<file path="config.mk">
export PLATFORM = sky130hd
export DESIGN_NAME = mem_access_responder_flat
export DESIGN_NICKNAME = d
export VERILOG_FILES = /design/src/rtl/mem_access_responder_if.sv /design/src/rtl/mem_access_responder.sv /design/src/flat_wrapper.sv
export SDC_FILE = /design/constraint.sdc
export NUM_CORES = 2
export LEC_CHECK = 0
export ABC_CLOCK_PERIOD_IN_PS = 5900
export BUFFER_PORTS_ARGS = -buffer_cell sky130_fd_sc_hd__buf_2
export CAP_MARGIN = 20
export CORE_MARGIN = 8
export CORE_UTILIZATION = 27
export CTS_CLUSTER_SIZE = 10
export DETAILED_ROUTE_END_ITERATION = 10
export HOLD_SLACK_MARGIN = 0.03
export PLACE_DENSITY = 0.48
export SLEW_MARGIN = 30
export SYNTH_ARGS = -nofsm -noshare
export SYNTH_HDL_FRONTEND = slang
export SYNTH_SLANG_ARGS = --single-unit
</file>
<file path="constraint.sdc">
create_clock -name clock -period 5.9 [get_ports clock]
set_input_delay 1.18 -clock clock [delete_from_list [all_inputs] [get_ports clock]]
set_output_delay 1.18 -clock clock [all_outputs]
set_load 0.01 [all_outputs]
</file>
<file path="src/rtl/mem_access_responder_if.sv">
// ============================================================================
// Module      : mem_access_responder_if
// Description : Request/response bundle between the core's memory port and
//               the memory-side responder.
// Revision    : 1.0 - initial release
// ============================================================================
`default_nettype none

interface mem_access_responder_if;
    logic        req_valid;
    logic        req_ready;
    logic        req_write;
    logic [1:0]  req_size;
    logic        req_signed;
    logic [31:0] req_addr;
    logic [31:0] req_wdata;
    logic        rsp_valid;
    logic [31:0] rsp_rdata;
    logic        rsp_err;

    modport master (
        output req_valid, req_write, req_size, req_signed, req_addr, req_wdata,
        input  req_ready, rsp_valid, rsp_rdata, rsp_err
    );

    modport slave (
        input  req_valid, req_write, req_size, req_signed, req_addr, req_wdata,
        output req_ready, rsp_valid, rsp_rdata, rsp_err
    );
endinterface

`default_nettype wire

</file>
<file path="src/rtl/mem_access_responder.sv">
// ============================================================================
// Module      : mem_access_responder
// Description : Single-outstanding memory responder with programmable access
//               latency, word/half/byte lanes and error detection.
// Revision    : 1.0 - initial release
// ============================================================================
`default_nettype none

module mem_access_responder #(
    parameter int DEPTH_WORDS = 64,
    parameter int LATENCY     = 2
) (
    input  logic                    clock,
    input  logic                    Reset,
    mem_access_responder_if.slave   bus
);

    localparam int c_IDX_W = $clog2(DEPTH_WORDS);
    localparam int c_CNT_W = (LATENCY > 1) ? $clog2(LATENCY) : 1;

    localparam logic [1:0] c_SIZE_WORD = 2'b00;
    localparam logic [1:0] c_SIZE_HALF = 2'b01;
    localparam logic [1:0] c_SIZE_BYTE = 2'b10;

    typedef enum logic [1:0] {
        ST_IDLE = 2'd0,
        ST_BUSY = 2'd1,
        ST_RESP = 2'd2
    } state_t;

    state_t               r_state_q, w_state_d;
    logic [c_CNT_W-1:0]   r_cnt_q, w_cnt_d;
    logic                 r_write_q, w_write_d;
    logic [1:0]           r_size_q, w_size_d;
    logic                 r_signed_q, w_signed_d;
    logic [31:0]          r_addr_q, w_addr_d;
    logic [31:0]          r_wdata_q, w_wdata_d;
    logic                 r_ready_q, w_ready_d;
    logic                 r_rsp_valid_q, w_rsp_valid_d;
    logic [31:0]          r_rsp_rdata_q, w_rsp_rdata_d;
    logic                 r_rsp_err_q, w_rsp_err_d;

    logic [31:0]          r_mem [DEPTH_WORDS];

    logic [c_IDX_W-1:0]   w_idx;
    logic                 w_out_of_range;
    logic                 w_misaligned;
    logic                 w_err;
    logic [31:0]          w_old;
    logic [7:0]           w_byte;
    logic [15:0]          w_half;
    logic [31:0]          w_load;
    logic [31:0]          w_merged;
    logic                 w_do_access;
    logic                 w_mem_we;

    // Decode of the captured request; only consumed on the access edge.
    assign w_idx          = r_addr_q[c_IDX_W+1:2];
    assign w_out_of_range = |r_addr_q[31:c_IDX_W+2];
    assign w_misaligned   = ((r_size_q == c_SIZE_WORD) && (r_addr_q[1:0] != 2'b00)) ||
                            ((r_size_q == c_SIZE_HALF) && r_addr_q[0]);
    assign w_err          = (r_size_q == 2'b11) || w_out_of_range || w_misaligned;
    assign w_old          = r_mem[w_idx];
    assign w_byte         = w_old[{r_addr_q[1:0], 3'b000} +: 8];
    assign w_half         = r_addr_q[1] ? w_old[31:16] : w_old[15:0];

    always_comb begin
        w_load = 32'd0;
        case (r_size_q)
            c_SIZE_WORD: w_load = w_old;
            c_SIZE_HALF: w_load = {{16{r_signed_q & w_half[15]}}, w_half};
            c_SIZE_BYTE: w_load = {{24{r_signed_q & w_byte[7]}}, w_byte};
            default:     w_load = 32'd0;
        endcase
    end

    // Sub-word stores keep the untouched lanes of the existing word.
    always_comb begin
        w_merged = w_old;
        case (r_size_q)
            c_SIZE_WORD: w_merged = r_wdata_q;
            c_SIZE_HALF: w_merged[{r_addr_q[1], 4'b0000} +: 16] = r_wdata_q[15:0];
            c_SIZE_BYTE: w_merged[{r_addr_q[1:0], 3'b000} +: 8] = r_wdata_q[7:0];
            default:     w_merged = w_old;
        endcase
    end

    assign w_do_access = (r_state_q == ST_BUSY) && (r_cnt_q == '0);
    assign w_mem_we    = w_do_access && r_write_q && !w_err;

    always_comb begin
        w_state_d     = r_state_q;
        w_cnt_d       = r_cnt_q;
        w_write_d     = r_write_q;
        w_size_d      = r_size_q;
        w_signed_d    = r_signed_q;
        w_addr_d      = r_addr_q;
        w_wdata_d     = r_wdata_q;
        w_rsp_valid_d = 1'b0;
        w_rsp_rdata_d = 32'd0;
        w_rsp_err_d   = 1'b0;
        case (r_state_q)
            ST_IDLE: begin
                if (bus.req_valid) begin
                    w_state_d  = ST_BUSY;
                    w_cnt_d    = c_CNT_W'(LATENCY - 1);
                    w_write_d  = bus.req_write;
                    w_size_d   = bus.req_size;
                    w_signed_d = bus.req_signed;
                    w_addr_d   = bus.req_addr;
                    w_wdata_d  = bus.req_wdata;
                end
            end
            ST_BUSY: begin
                if (r_cnt_q == '0) begin
                    w_state_d     = ST_RESP;
                    w_rsp_valid_d = 1'b1;
                    w_rsp_err_d   = w_err;
                    w_rsp_rdata_d = (w_err || r_write_q) ? 32'd0 : w_load;
                end else begin
                    w_cnt_d = r_cnt_q - c_CNT_W'(1);
                end
            end
            ST_RESP: begin
                w_state_d = ST_IDLE;
            end
            default: begin
                w_state_d = ST_IDLE;
            end
        endcase
        w_ready_d = (w_state_d == ST_IDLE);
    end

    always_ff @(posedge clock) begin
        if (Reset) begin
            r_state_q     <= ST_IDLE;
            r_cnt_q       <= '0;
            r_write_q     <= 1'b0;
            r_size_q      <= 2'b00;
            r_signed_q    <= 1'b0;
            r_addr_q      <= 32'd0;
            r_wdata_q     <= 32'd0;
            r_ready_q     <= 1'b1;
            r_rsp_valid_q <= 1'b0;
            r_rsp_rdata_q <= 32'd0;
            r_rsp_err_q   <= 1'b0;
        end else begin
            r_state_q     <= w_state_d;
            r_cnt_q       <= w_cnt_d;
            r_write_q     <= w_write_d;
            r_size_q      <= w_size_d;
            r_signed_q    <= w_signed_d;
            r_addr_q      <= w_addr_d;
            r_wdata_q     <= w_wdata_d;
            r_ready_q     <= w_ready_d;
            r_rsp_valid_q <= w_rsp_valid_d;
            r_rsp_rdata_q <= w_rsp_rdata_d;
            r_rsp_err_q   <= w_rsp_err_d;
        end
    end

    // Storage is deliberately left out of reset; a reset edge only blocks the commit.
    always_ff @(posedge clock) begin
        if (w_mem_we && !Reset) begin
            r_mem[w_idx] <= w_merged;
        end
    end

    assign bus.req_ready = r_ready_q;
    assign bus.rsp_valid = r_rsp_valid_q;
    assign bus.rsp_rdata = r_rsp_rdata_q;
    assign bus.rsp_err   = r_rsp_err_q;

endmodule

`default_nettype wire

</file>
<file path="src/flat_wrapper.sv">
// flat-port wrapper written by rule: the top's interface ports become plain ports
module mem_access_responder_flat 
#(
    parameter int DEPTH_WORDS = 64,
    parameter int LATENCY     = 2
)
  (clock, Reset, bus_req_valid, bus_req_write, bus_req_size, bus_req_signed, bus_req_addr, bus_req_wdata, bus_req_ready, bus_rsp_valid, bus_rsp_rdata, bus_rsp_err);
  mem_access_responder_if bus_i ();
  input  logic clock;
  input  logic Reset;
  input wire logic [$bits(bus_i.req_valid)-1:0] bus_req_valid;
  input wire logic [$bits(bus_i.req_write)-1:0] bus_req_write;
  input wire logic [$bits(bus_i.req_size)-1:0] bus_req_size;
  input wire logic [$bits(bus_i.req_signed)-1:0] bus_req_signed;
  input wire logic [$bits(bus_i.req_addr)-1:0] bus_req_addr;
  input wire logic [$bits(bus_i.req_wdata)-1:0] bus_req_wdata;
  output wire logic [$bits(bus_i.req_ready)-1:0] bus_req_ready;
  output wire logic [$bits(bus_i.rsp_valid)-1:0] bus_rsp_valid;
  output wire logic [$bits(bus_i.rsp_rdata)-1:0] bus_rsp_rdata;
  output wire logic [$bits(bus_i.rsp_err)-1:0] bus_rsp_err;
  assign bus_i.req_valid = bus_req_valid;
  assign bus_i.req_write = bus_req_write;
  assign bus_i.req_size = bus_req_size;
  assign bus_i.req_signed = bus_req_signed;
  assign bus_i.req_addr = bus_req_addr;
  assign bus_i.req_wdata = bus_req_wdata;
  assign bus_req_ready = bus_i.req_ready;
  assign bus_rsp_valid = bus_i.rsp_valid;
  assign bus_rsp_rdata = bus_i.rsp_rdata;
  assign bus_rsp_err = bus_i.rsp_err;
  mem_access_responder #(.DEPTH_WORDS(DEPTH_WORDS), .LATENCY(LATENCY)) u_core (.clock(clock), .Reset(Reset), .bus(bus_i));
endmodule
</file>
Yosys cells after proc, flatten, opt, wreduce, memory -nomap -nowiden

Memory sizes are Yosys's and may differ from the RTL's. A register that Yosys moved wholly into a read port is not among the register bits.
Index checks and enable logic that the tools add are counted.

Reduce and logical (&&, ||, !) cells: 23
Shift operators: 5
Add/subtract/negate cells: 3
Bitwise logic cells: 4
Muxes and demuxes: 16
Equality and inequality tests: 5

Operator list:

| cell                      | count |
|---|---|
| $pmux W32 S3              | 2 |
| $bwmux W32                | 2 |
| $shift A16 B7 Y32 const A | 1 |
| $shift A8 B7 Y32 const A  | 1 |
| $shiftx A16 B7 Y32        | 1 |
| $shiftx A32 B6 Y8         | 1 |
| $shiftx A8 B7 Y32         | 1 |
| $reduce_or A24 Y1         | 1 |
| $mux W16                  | 1 |
| $neg A5 Y7                | 2 |
| $mux W6                   | 2 |
| $logic_and A1 B1 Y1       | 6 |
| $logic_not A2 Y1          | 3 |
| $mux W1                   | 5 |
| $eq A2 B1 Y1 const B      | 2 |
| $eq A2 B2 Y1 const B      | 2 |
| $logic_or A1 B1 Y1        | 4 |
| $mux W2                   | 2 |
| $pmux W2 S2               | 1 |
| $reduce_and A2 Y1         | 2 |
| $reduce_bool A2 Y1        | 2 |
| $reduce_or A4 Y1          | 1 |
| $reduce_or A3 Y1          | 1 |
| $and A1 B1 Y1             | 2 |
| 6 further kinds           | 8 |

Memories kept: 1
Word-level logic and storage cells: 68
Bits in writable memories: 2,048
Output and inout port bits: 35
Input port bits: 71
Register bits: 106

Memory list:

| memory       | depth | width | rd ports | clocked after Yosys merged registers in | wr ports | RTL line                   | text |
|---|---|---|---|---|---|---|---|
| u_core.r_mem | 64    | 32    | 1        | 1                                       | 1        | mem_access_responder.sv:43 | `logic [31:0] r_mem [DEPTH_WORDS];` |

Depth between registers and ports, before layout

Word-level depth: 9
Mapped depth: 14
Gate-level depth less buffers: 9

Worst setup path after synthesis

OpenSTA, ideal clock, no wires.

Path kind: register -> register
From: register (tool-made name)
To: memory u_core.r_mem[0][3], data pin
Cell stages (with the launch flop): 12
Required time: 5,159 ps
Clock period less this slack: 5,806 ps
Data arrival time: 5,065 ps
Setup time: 741 ps
Path slack: 94 ps
Path through: dfxtp_1 buf_4 buf_4 buf_4 buf_2 buf_2 nor2_1 a22oi_1 o2111ai_1 or2_2 or3_1 a221oi_1

RTL lines:

| element          | RTL line |
|---|---|
| end: declaration | mem_access_responder.sv:43 |

==> impl_metrics.csv <==
group,metric,value,unit
finish,final_core_util,31.8,%
clock_tree,cts.root.buffer_cell,"sky130_fd_sc_hd__clkbuf_16",
sta,report.final.slew_viol_count,0,
floorplan,die_width,571,µm
worst_setup_path,setup.worst_path.start_class,"flip-flop",
place,portBuffers,105,
sta,clock.fmax,0.201,GHz
place,post-dp-hpwl,156000,µm
finish,area_growth,17.6,%
sta,setup_tns,0,ns
floorplan,row_count,204,
min_path,hold_path.class,"reg -> reg",
clock_tree,numCtsBuffers,239,
finish,fill_cells,29600,
grt,grt_pass1_wl,365000,µm
worst_setup_path,worstSetupEndpointType,"flip-flop",
finish,instances_no_fill,8671,
worst_setup_path,worst-setup-path-type,"reg -> reg",
synthesis,synth-seq-area-share,76.5,%
floorplan,die_outline_area,327000,µm²
routing,route.detailed.wl_per_inst,30.6,µm
clock_tree,path_clk_slew,0.06,ns
power,ir_drop,0.000283,V
finish,finish.net_count,4500,
clock_tree,clk-insertion-delay-late,0.88,ns
worst_setup_path,largest_fanout_on_the_critical_path,27,
sta,grt_setup_unrepaired,"false",
grt,pin_count_of_the_biggest_net_entering_global_routing,73,
finish,layout.cells.most_common,"sky130_fd_sc_hd__edfxtp_1",
synthesis,synth_edf_count,2048,
power,power_density,339,nW/µm²
grt,via_count_of_the_first_global_routing_pass,44100,
clock_tree,clock_sink_count,2160,
synthesis,postSynth.topFlopCell,"sky130_fd_sc_hd__edfxtp_1",
sta,finalCriticalPeriod,4.97,ns
synthesis,async_reset_ff_share,0,%
worst_setup_path,rr_endpoint,"u_core.bus.rsp_rdata[26]",
synthesis,syn_inst,4070,
synthesis,synth.lib_cells_used.distinct,65,
grt,overall_routing_resource_usage,15.8,%
finish,layout-drive-gt1-share,28.0,%
sta,final-hold-violation-count,0,
place,place_inst,8299,
clock_tree,cts-hold-fix-buffers,0,
synthesis,post_synth.cell_area_avg,20.5,µm²
synthesis,synth.net_count,4146,
worst_setup_path,required,6.58,ns
routing,drtIter0Drc,4958,
sta,finClkSkew,0.0510,ns
grt,antenna_found_initial,12,
routing,detail_route.drc_violations,0,
worst_setup_path,timing.critical_path.to,"u_core.bus.rsp_rdata[26]",
routing,vias,43700,
worst_setup_path,path_depth_of_the_worst_reg2reg_path,9,
floorplan,die_height,571,µm
clock_tree,h-tree-depth,4,
job,maxCapViolations,0,
sta,relSlewSlack,27.8,%
synthesis,ys_warn_count,0,
finish,final_cell_mix,"sky130_fd_sc_hd__edfxtp_1, sky130_fd_sc_hd__mux4_2, sky130_fd_sc_hd__clkbuf_16, sky130_fd_sc_hd__a22oi_1, sky130_fd_sc_hd__nand2_1",
sta,tightest_slew,1.08,ns
sta,final_min_period_over_clock_period,84.2,%
grt,global_route.overflow_total,0,
sta,setup_viol,0,
clock_tree,postCtsSetupBuffers,0,
worst_setup_path,arrival,5.64,ns
run_status,outcome,"complete, no violations",
clock_tree,max-clock-path-buffers,3,
clock_tree,tritoncts,"yes",
clock_tree,post_cts_resize_count,0,
routing,dr.pass1.iters,5,
floorplan,core_area,308000,µm²
synthesis,ffs_latches_synth,2160,
power,total_chip_power,33.2,mW
routing,ant_nets,0,
routing,drt-vias-per-instance,5.04,
floorplan,floorplan.io_pins,106,
place,gpl.final_weighted_congestion,0.881,
routing,postRouteWirelength,265000,µm
floorplan,initial_utilization,27.1,%
worst_setup_path,r2r_slack,0.93,ns
power,power.static_leakage,30.0,nW
synthesis,netlist_area,83300,µm²
-- worst min-delay path by stage --
stage                         startpoint              endpoint  slack (ns)  cells after the start
global placement     u_core.r_addr_q[19]   u_core.r_addr_q[19]        0.44                      2
detailed placement   u_core.r_addr_q[16]   u_core.r_addr_q[16]        0.45                      2
floorplan           u_core.r_wdata_q[22]  u_core.r_wdata_q[22]        0.43                      2
global route         u_core.r_addr_q[28]   u_core.r_addr_q[28]        0.48                      2
finish               u_core.r_addr_q[21]   u_core.r_addr_q[21]        0.46                      2
CTS                     bus_req_addr[18]   u_core.r_addr_q[18]        0.46                      3
-- per-layer routing --
layer,global-route usage (%),wire (µm),vias up
li1,-,-,17600
met1,22.2,114000,24000
met2,25.4,125000,1758
met3,2.96,19900,297
met4,3.98,6590,2
met5,0,13,-
-- worst max-delay path: stages (launching register included) --
cell                        delay [ns]
sky130_fd_sc_hd__dfxtp_4          0.59
sky130_fd_sc_hd__buf_12           0.29
sky130_fd_sc_hd__buf_4            0.36
sky130_fd_sc_hd__mux4_1           0.58
sky130_fd_sc_hd__mux4_2           0.55
sky130_fd_sc_hd__a22oi_1          0.75
sky130_fd_sc_hd__o221a_2          0.61
sky130_fd_sc_hd__nor2_1           0.13
sky130_fd_sc_hd__o2111ai_4        0.54
sky130_fd_sc_hd__nand3_1          0.30
-- sequential cells by signal, summed over array words and instances (netlist names), 2 cells and up, named ones only --
register,count
u_core.r_wdata_q,32
u_core.r_addr_q,32
u_core.bus.rsp_rdata,32
u_core.r_mem,2048
u_core.r_size_q,2
u_core.r_state_q,2
-- cell type report --
class	instances	area [µm²]	share of cell area, %
Tap cell	4120	5150	5.26
Multi-Input combinational cell	1651	19000	19.4
Clock buffer	331	6430	6.57
Inverter	11	41.3	0.0422
Sequential cell	2160	63800	65.1
Timing Repair Buffer	361	3160	3.23
Clock inverter	23	310	0.317
Antenna cell	14	35.0	0.0358
-- metrics by stage --
step	hold WS [ns]	setup WS (ns)	cell area [µm²]
after floorplan	0.432	0.0937	83300
after global placement	0.444	1.05	91000
after detailed placement	0.451	1.05	91100
after CTS	0.459	1.04	97800
after global routing	0.482	0.866	97900
final	0.455	0.933	97900
-- synthesized netlist by cell type, drive strengths merged (9+ instances only) --
cell | instances | area, µm²
a221oi | 9 | 78.8
nand2b | 14 | 87.6
a31oi | 15 | 93.8
nand2 | 221 | 830
nor2b | 15 | 93.8
mux2i | 20 | 200
edfxtp | 2048 | 61500
a22oi | 224 | 1700
clkbuf | 131 | 492
o21ai | 60 | 300
mux2 | 11 | 124
nor3 | 15 | 75.1
dfxtp | 112 | 2240
nor2 | 133 | 502
nor4 | 23 | 181
a21oi | 212 | 1060
nand3 | 38 | 190
buf | 117 | 865
o22ai | 13 | 81.3
mux4 | 515 | 11600
-- report_power, final --
group          leakage [nW]  switching [mW]  internal [mW]  total [mW]
sequential             19.7          0.0758           17.2        17.3
combinational          7.02            1.81          0.831        2.64
clock                  3.24            5.80           7.46        13.3
-- logic make-up after synthesis --
group	count (synthesis)	share of synthesized area, %
simple gates	505	2.76
buf+inv	259	1.68
fa+ha+maj	5	0.0751
flops	2160	76.5
compound gates	595	4.62
mux	546	14.4
(Power assumes the default switching activity.)
